[src/rtl/mem_arb.sv]
// Byte-serial arbiter that shares one 8-bit RAM port between instruction fetch and the MEM stage.
// MM wins ties. A granted transfer runs to completion. Done pulses one cycle after returning to IDLE.
module mem_arb (
  input  logic        clk,
  input  logic        rst_n,
  input  logic        if_req,
  input  logic [31:0] if_addr,
  output logic [31:0] if_data,
  output logic        if_done,
  input  logic        mm_req,
  input  logic        mm_we,
  input  logic [1:0]  mm_len,
  input  logic [31:0] mm_addr,
  input  logic [31:0] mm_wdata,
  output logic [31:0] mm_rdata,
  output logic        mm_done,
  output logic [31:0] ram_a,
  output logic [7:0]  ram_dout,
  output logic        ram_wr,
  input  logic [7:0]  ram_din,
  output logic        stl_if,
  output logic        stl_mm
);

  typedef enum logic [1:0] {IDLE, IF_XFER, MM_XFER} state_t;

  state_t      state_q, state_d;
  logic [2:0]  cnt_q, cnt_d;
  logic [2:0]  n_q, n_d;
  logic        we_q, we_d;
  logic [31:0] base_q, base_d;
  logic [31:0] wdata_q, wdata_d;
  logic [31:0] asm_q, asm_d;
  logic [31:0] if_data_q, if_data_d;
  logic [31:0] mm_rdata_q, mm_rdata_d;
  logic        if_done_q, if_done_d;
  logic        mm_done_q, mm_done_d;

  logic        in_xfer;
  logic        xfer_last;
  logic [1:0]  rd_bidx;

  function automatic logic [2:0] len_to_n(input logic [1:0] len);
    case (len)
      2'b00:   return 3'd1;
      2'b01:   return 3'd2;
      default: return 3'd4;
    endcase
  endfunction

  assign in_xfer   = (state_q != IDLE);
  // Reads need one extra cycle because ram_din lags its address by a cycle.
  assign xfer_last = we_q ? (cnt_q == (n_q - 3'd1)) : (cnt_q == n_q);
  assign rd_bidx   = cnt_q[1:0] - 2'd1;

  always_comb begin
    state_d    = state_q;
    cnt_d      = cnt_q;
    n_d        = n_q;
    we_d       = we_q;
    base_d     = base_q;
    wdata_d    = wdata_q;
    asm_d      = asm_q;
    if_data_d  = if_data_q;
    mm_rdata_d = mm_rdata_q;
    if_done_d  = 1'b0;
    mm_done_d  = 1'b0;

    case (state_q)
      IDLE: begin
        // A requester still holds req during its own done cycle; skip it then.
        if (mm_req && !mm_done_q) begin
          state_d = MM_XFER;
          base_d  = mm_addr;
          we_d    = mm_we;
          wdata_d = mm_wdata;
          n_d     = len_to_n(mm_len);
          cnt_d   = 3'd0;
          asm_d   = 32'd0;
        end else if (if_req && !if_done_q) begin
          state_d = IF_XFER;
          base_d  = if_addr;
          we_d    = 1'b0;
          n_d     = 3'd4;
          cnt_d   = 3'd0;
          asm_d   = 32'd0;
        end
      end
      IF_XFER, MM_XFER: begin
        if (!we_q && (cnt_q != 3'd0)) begin
          asm_d[{rd_bidx, 3'b000} +: 8] = ram_din;
        end
        if (xfer_last) begin
          state_d = IDLE;
          cnt_d   = 3'd0;
          if (state_q == IF_XFER) begin
            if_done_d = 1'b1;
            if_data_d = asm_d;
          end else begin
            mm_done_d  = 1'b1;
            mm_rdata_d = asm_d;
          end
        end else begin
          cnt_d = cnt_q + 3'd1;
        end
      end
      default: state_d = IDLE;
    endcase
  end

  always_ff @(posedge clk or negedge rst_n) begin
    if (!rst_n) begin
      state_q    <= IDLE;
      cnt_q      <= 3'd0;
      n_q        <= 3'd0;
      we_q       <= 1'b0;
      if_data_q  <= 32'd0;
      mm_rdata_q <= 32'd0;
      if_done_q  <= 1'b0;
      mm_done_q  <= 1'b0;
    end else begin
      state_q    <= state_d;
      cnt_q      <= cnt_d;
      n_q        <= n_d;
      we_q       <= we_d;
      if_data_q  <= if_data_d;
      mm_rdata_q <= mm_rdata_d;
      if_done_q  <= if_done_d;
      mm_done_q  <= mm_done_d;
    end
  end

  // Datapath registers are only observed while a transfer owns them.
  always_ff @(posedge clk) begin
    base_q  <= base_d;
    wdata_q <= wdata_d;
    asm_q   <= asm_d;
  end

  assign ram_a    = in_xfer ? (base_q + {29'd0, cnt_q}) : 32'd0;
  assign ram_wr   = in_xfer && we_q && (cnt_q < n_q);
  assign ram_dout = (in_xfer && we_q) ? wdata_q[{cnt_q[1:0], 3'b000} +: 8] : 8'd0;

  assign if_data  = if_data_q;
  assign mm_rdata = mm_rdata_q;
  assign if_done  = if_done_q;
  assign mm_done  = mm_done_q;

  assign stl_mm   = mm_req & ~mm_done_q;
  assign stl_if   = stl_mm | (if_req & ~if_done_q);

endmodule

[config.mk]
export PLATFORM = sky130hd
export DESIGN_NAME = mem_arb
export DESIGN_NICKNAME = d
export VERILOG_FILES = /design/src/rtl/mem_arb.sv
export SDC_FILE = /design/constraint.sdc
export NUM_CORES = 1
export LEC_CHECK = 0
export BUFFER_PORTS_ARGS = -buffer_cell sky130_fd_sc_hd__buf_2
export CAP_MARGIN = 20
export CORE_MARGIN = 2
export CORE_UTILIZATION = 30
export CTS_BUF_LIST = sky130_fd_sc_hd__clkbuf_8
export DETAILED_ROUTE_END_ITERATION = 6
export PLACE_DENSITY = 0.6
export SLEW_MARGIN = 10
export SYNTH_ARGS = -nofsm -noshare
export SYNTH_HDL_FRONTEND = slang
export SYNTH_SLANG_ARGS = --single-unit
[constraint.sdc]
create_clock -name clk -period 5.3 [get_ports clk]
set_input_delay 0.795 -clock clk [delete_from_list [all_inputs] [get_ports clk]]
set_output_delay 0.795 -clock clk [all_outputs]
set_load 0.05 [all_outputs]
After elaboration in Yosys (flattened, before gate mapping)
Cells that the tools add are included.
Storage, ports and cells
  input bits: 111
  bits in writable memories: 0
  flip-flop bits (word level): 171
  memories: 0
  ROM bits: 0
  output and inout bits: 109
  bits in latches: 0
Cells by class
  bitwise gates (word level): 6
  muxes and demuxes: 29
  add/sub/neg operators: 5
  reduce and logical (&&, ||, !) cells: 21
  order comparisons: 1
  divide/modulo/power cells: 0
  multipliers: 0
  equality and inequality tests: 7
  shifts and indexed selects: 3
Operator list (number)
  $mux 32: 6
  $pmux 32 s2: 1
  $add 32x3->32: 1
  $bwmux 32: 1
  $shift 8x7->32 const A: 1
  $shiftx 32x6->8: 1
  $shiftx 8x7->32: 1
  $mux 3: 5
  $pmux 3 s2: 2
  $mux 1: 9
  $mux 8: 1
  $reduce_and 2->1: 4
  $neg 5->7: 1
  $eq 3x3->1: 2
  $mux 2: 3
  $reduce_and 3->1: 2
  $reduce_bool 2->1: 3
  $logic_and 1x1->1: 5
  $eq 2x1->1 const B: 2
  $logic_not 2->1: 2
  $pmux 2 s2: 1
  $add 3x1->3 const B: 1
  $logic_not 1->1: 3
  $lt 3x3->1: 1
  10 further kinds: 13

Depth between registers and ports, before layout
  depth in word-level cells: 6
  depth in mapped cells: 8

Least setup slack after synthesis
OpenSTA, ideal clock, no wires.
  kind: flip-flop to output port
  start: register cnt_q[1]
  end: output port ram_a[16]
  required time: 4505 ps
  cell stages (with the launch flop): 9
  setup slack: 1292 ps
  buffers on the path: 2
  data arrival time: 3213 ps
  path through: dfrtp_1 > buf_1 > inv_1 > fa_1 > nor2b_1 > o2111ai_1 > clkbuf_1 > or3_1 > a21oi_1
Between the ends
  word-level cells in the longest chain between the ends: 2
Ends and longest elaborated chain
  start, declared: line 28  | logic [2:0] cnt_q, cnt_d;
  start signal, assigned: line 123  | cnt_q <= cnt_d;
  $add 32x3->32: line 140  | assign ram_a = in_xfer ? (base_q + {29'd0, cnt_q}) : 32'd0;
  $mux 32: line 140
  end, declared: line 17  | output logic [31:0] ram_a,
Every way passes these cells.

Final worst setup path
  start: register cnt_q[0]
  end: output port ram_a[28]
Same word-level chain as after synthesis.

==> results.md <==
* Status: finished, final reports clean
* Most used DFF post-synth: edfxtp_1
* Clock share of power at 0.123
* Full die area at 29,280 um^2
* Slew Limit Fails at 0
* Largest net degree at the start of global routing at 76
* Number of gates resized after CTS at 0
* Worst setup EP type: primary output
* Via count at 6,063
* Dpl hpwl at 15,400 um
* Beginning of the critical path: cnt_q[0]
* Synthesized Nets at 840
* Rel. slew slack at 0.3524
* Area grow syn2layout at 23.73%
* WL/cell at 16.25 um
* Flops & latches, synth at 171
* Hold Vio Cnt, Final at 0
* Drt drc at 0
* GRT Total Usage at 0.1477
* Synth async-reset ratio at 0.4386
* Root buffer cell: clkbuf_8
* Setup TNS at 0 ns
* Vias per cell at 4.569
* Seq/Total Area, Yosys at 0.5680
* Ports at 220
* H-Tree Depth at 4
* Syn avg cell area at 11.75 um^2
* Unrepaired setup endpoints after global routing: no
* WP buf/inv at 4
* Cells after DPL at 1,291
* Remaining antenna violation count at 0
* Synthesized area at 8379 um^2
* First-pass GRT wire length at 32,960 um
* Vias in the first global route at 5,978
* Fin crit period at 4.120 ns
* Worst-skew pair later-pin latency at 0.45 ns
* Pint at 0.003607 W
* Crit path DAT at 3.33 ns
* R2R depth at 8
* Max_cap viols at 0
* Worst slew pin tran at 0.9714 ns
* Max Root-Sink Buffers at 2
* Largest stage delay, worst path at 0.38 ns
* Port-buffer cells at 219
* Critical Path Stages at 10
* Non-filler cells, final at 1,327
* Fin crit share at 0.7774
* Top Family by Delay on Critical Path: buffers and inverters
* CP max FO at 19
* Syn Inst Count at 713
* Syn. warnings at 0
* R2r endpoint: if_data[6]
* CTS tree: built
* Commonest non-fill, non-tap cell in the layout: buf_2
* RR Startpoint: cnt_q[0]
* Core outline area at 27,630 um^2
* Initial antenna violation count at 2
* Crit path kind: reg -> out
* Initial core utilization at 0.3033
* Post-Route WL at 21,570 um
* Die X at 171.1 um
* Grt ovf at 0
* Die H at 171.1 um
* Setup violators final at 0
* Pwr dens at 688.6 nW/um^2
* Critical path's most frequent cell: buf_4
* Post-layout util at 0.3752
* Worst Hold Class: in -> async
* Psw at 0.003532 W
* Drt pass-1 iters at 5
* Count of different cell masters after synthesis at 55
* CTS clk-pin slew, worst paths at 0.10 ns
* CP max-delay cell: fa_1
* Layout cell share with drive strength beyond 1 at 0.3755
* Switching Share at 0.4948
* VDD IR max at 0.3413 mV
* Number of flops mapped to enable cells by yosys at 96
* Worst EP required at 4.51 ns
* Clk sink count at 171
* Hold_buf cts at 0
* Layout Nets at 1,062
* Most frequent cells in the layout: buf_2 (219), nand2_1 (134), edfxtp_1 (96), dfrtp_1 (75), mux2_2 (72)
* Final Skew at 0.02226 ns
* Sequential power share at 0.332
* Crit path cell chain: buf_4 -> ha_1 -> inv_1 -> fa_1 -> nor2b_1 -> o2111ai_1 -> buf_4 -> nor4_1 -> mux2_2 -> buf_2
* Post-CTS setup buffer count at 0
* Total CTS buffers at 17
* Flop2flop setup slack at 1.98 ns
* CP Launch Type: flop
* Comb pwr share at 0.544
* Leak at 4.445 nW
* Routability cong. at 0.8265
* Number of cell rows at 61
* Fmax at 0.2427 GHz
* DR iter-0 viols at 361
[cells in the mapped netlist (all sizes together), types with 2 or more instances]
| master | n | share of area |
|---|---|---|
| ha | 15 | 0.022 |
| dfrtp | 75 | 0.22 |
| mux4 | 8 | 0.022 |
| o31ai | 6 | 0.0054 |
| nor2b | 22 | 0.016 |
| nand4 | 8 | 0.0060 |
| inv | 45 | 0.020 |
| mux2i | 24 | 0.029 |
| nand2b | 3 | 0.0022 |
| o211ai | 3 | 0.0027 |
| xnor2 | 8 | 0.0084 |
| a22o | 10 | 0.010 |
| a211oi | 2 | 0.0018 |
| xor2 | 3 | 0.0031 |
| nand3 | 13 | 0.0078 |
| nor3b | 5 | 0.0045 |
| nand2 | 134 | 0.060 |
| edfxtp | 96 | 0.34 |
| or2 | 2 | 0.0015 |
| a31oi | 2 | 0.0015 |
| o2111ai | 2 | 0.0021 |
| a21oi | 16 | 0.0096 |
| and3 | 4 | 0.0031 |
| mux2 | 72 | 0.097 |
| nor3 | 8 | 0.0054 |
| or3 | 5 | 0.0037 |
| nand3b | 3 | 0.0027 |
| clkbuf | 18 | 0.0084 |
| buf | 12 | 0.0073 |
| o21ai | 8 | 0.0048 |
| nor4 | 3 | 0.0030 |
| or4 | 8 | 0.0072 |
| nor2 | 23 | 0.010 |
| and2 | 33 | 0.025 |
[layer usage]
| metal | wire [um] | track usage | share of wire | vias up |
|---|---|---|---|---|
| li1 | - | - | - | 2949 |
| met1 | 9883 | 0.1924 | 0.46 | 2920 |
| met2 | 10110 | 0.2460 | 0.47 | 176 |
| met3 | 1357 | 0.03817 | 0.063 | 16 |
| met4 | 206 | 0.03537 | 0.0096 | 2 |
| met5 | 11 | 0 | 0.00051 | - |
[logic make-up after synthesis]
| logic type | Yosys count | synth area share |
|---|---|---|
| buf+inv | 76 | 0.03628 |
| xor+xnor | 12 | 0.01419 |
| fa+ha+maj | 16 | 0.02479 |
| simple gates | 277 | 0.1625 |
| flops | 171 | 0.5680 |
| mux | 104 | 0.1469 |
| compound gates | 57 | 0.04733 |
[power groups by stage]
stage	logic, W	registers, W	clock network [W]
floorplan	0.00209	0.00319	0
global placement	0.00386	0.00238	0
detailed placement	0.00392	0.00240	0
CTS	0.00393	0.00237	0.000918
global route	0.00419	0.00244	0.000981
finish	0.00389	0.00237	0.000880
[state kept, by name, summed over array words and instances (netlist names)]
register  flops
asm_q        32
base_q       32
if_data      32
mm_rdata     32
wdata_q      32
cnt_q         3
n_q           3
state_q       2
if_done       1
mm_done       1
we_q          1
[how the worst max path moves through the flow]
stage	end	slack, ns
global route	ram_a[28]	0.83
detailed placement	ram_a[28]	1.35
finish	ram_a[28]	1.18
CTS	ram_a[28]	0.83
floorplan	ram_a[16]	1.29
global placement	ram_a[28]	1.42
[per-stage QoR]
step | hold slack [ns] | cell area (um^2) | power, W | worst slack (ns)
after floorplan | 0.4729 | 8379 | 0.005281 | 1.292
after global placement | 0.4852 | 9928 | 0.006243 | 1.422
after detailed placement | 0.4878 | 9956 | 0.006323 | 1.352
after CTS | 0.4750 | 10320 | 0.007222 | 0.8297
after global routing | 0.2247 | 10360 | 0.007612 | 0.8260
final | 0.2515 | 10370 | 0.007139 | 1.180
[cell type report]
| type | instances | area, um^2 |
|---|---|---|
| fill | 2766 | 17260 |
| clock buffer | 19 | 261.5 |
| inverter | 46 | 172.7 |
| multi-input combinational | 466 | 3349 |
| clock inverter | 13 | 107.6 |
| timing repair buffer | 233 | 1241 |
| tap | 378 | 473.0 |
| sequential | 171 | 4760 |
| antenna | 1 | 2.502 |
Power figures use the tool's default switching activity.
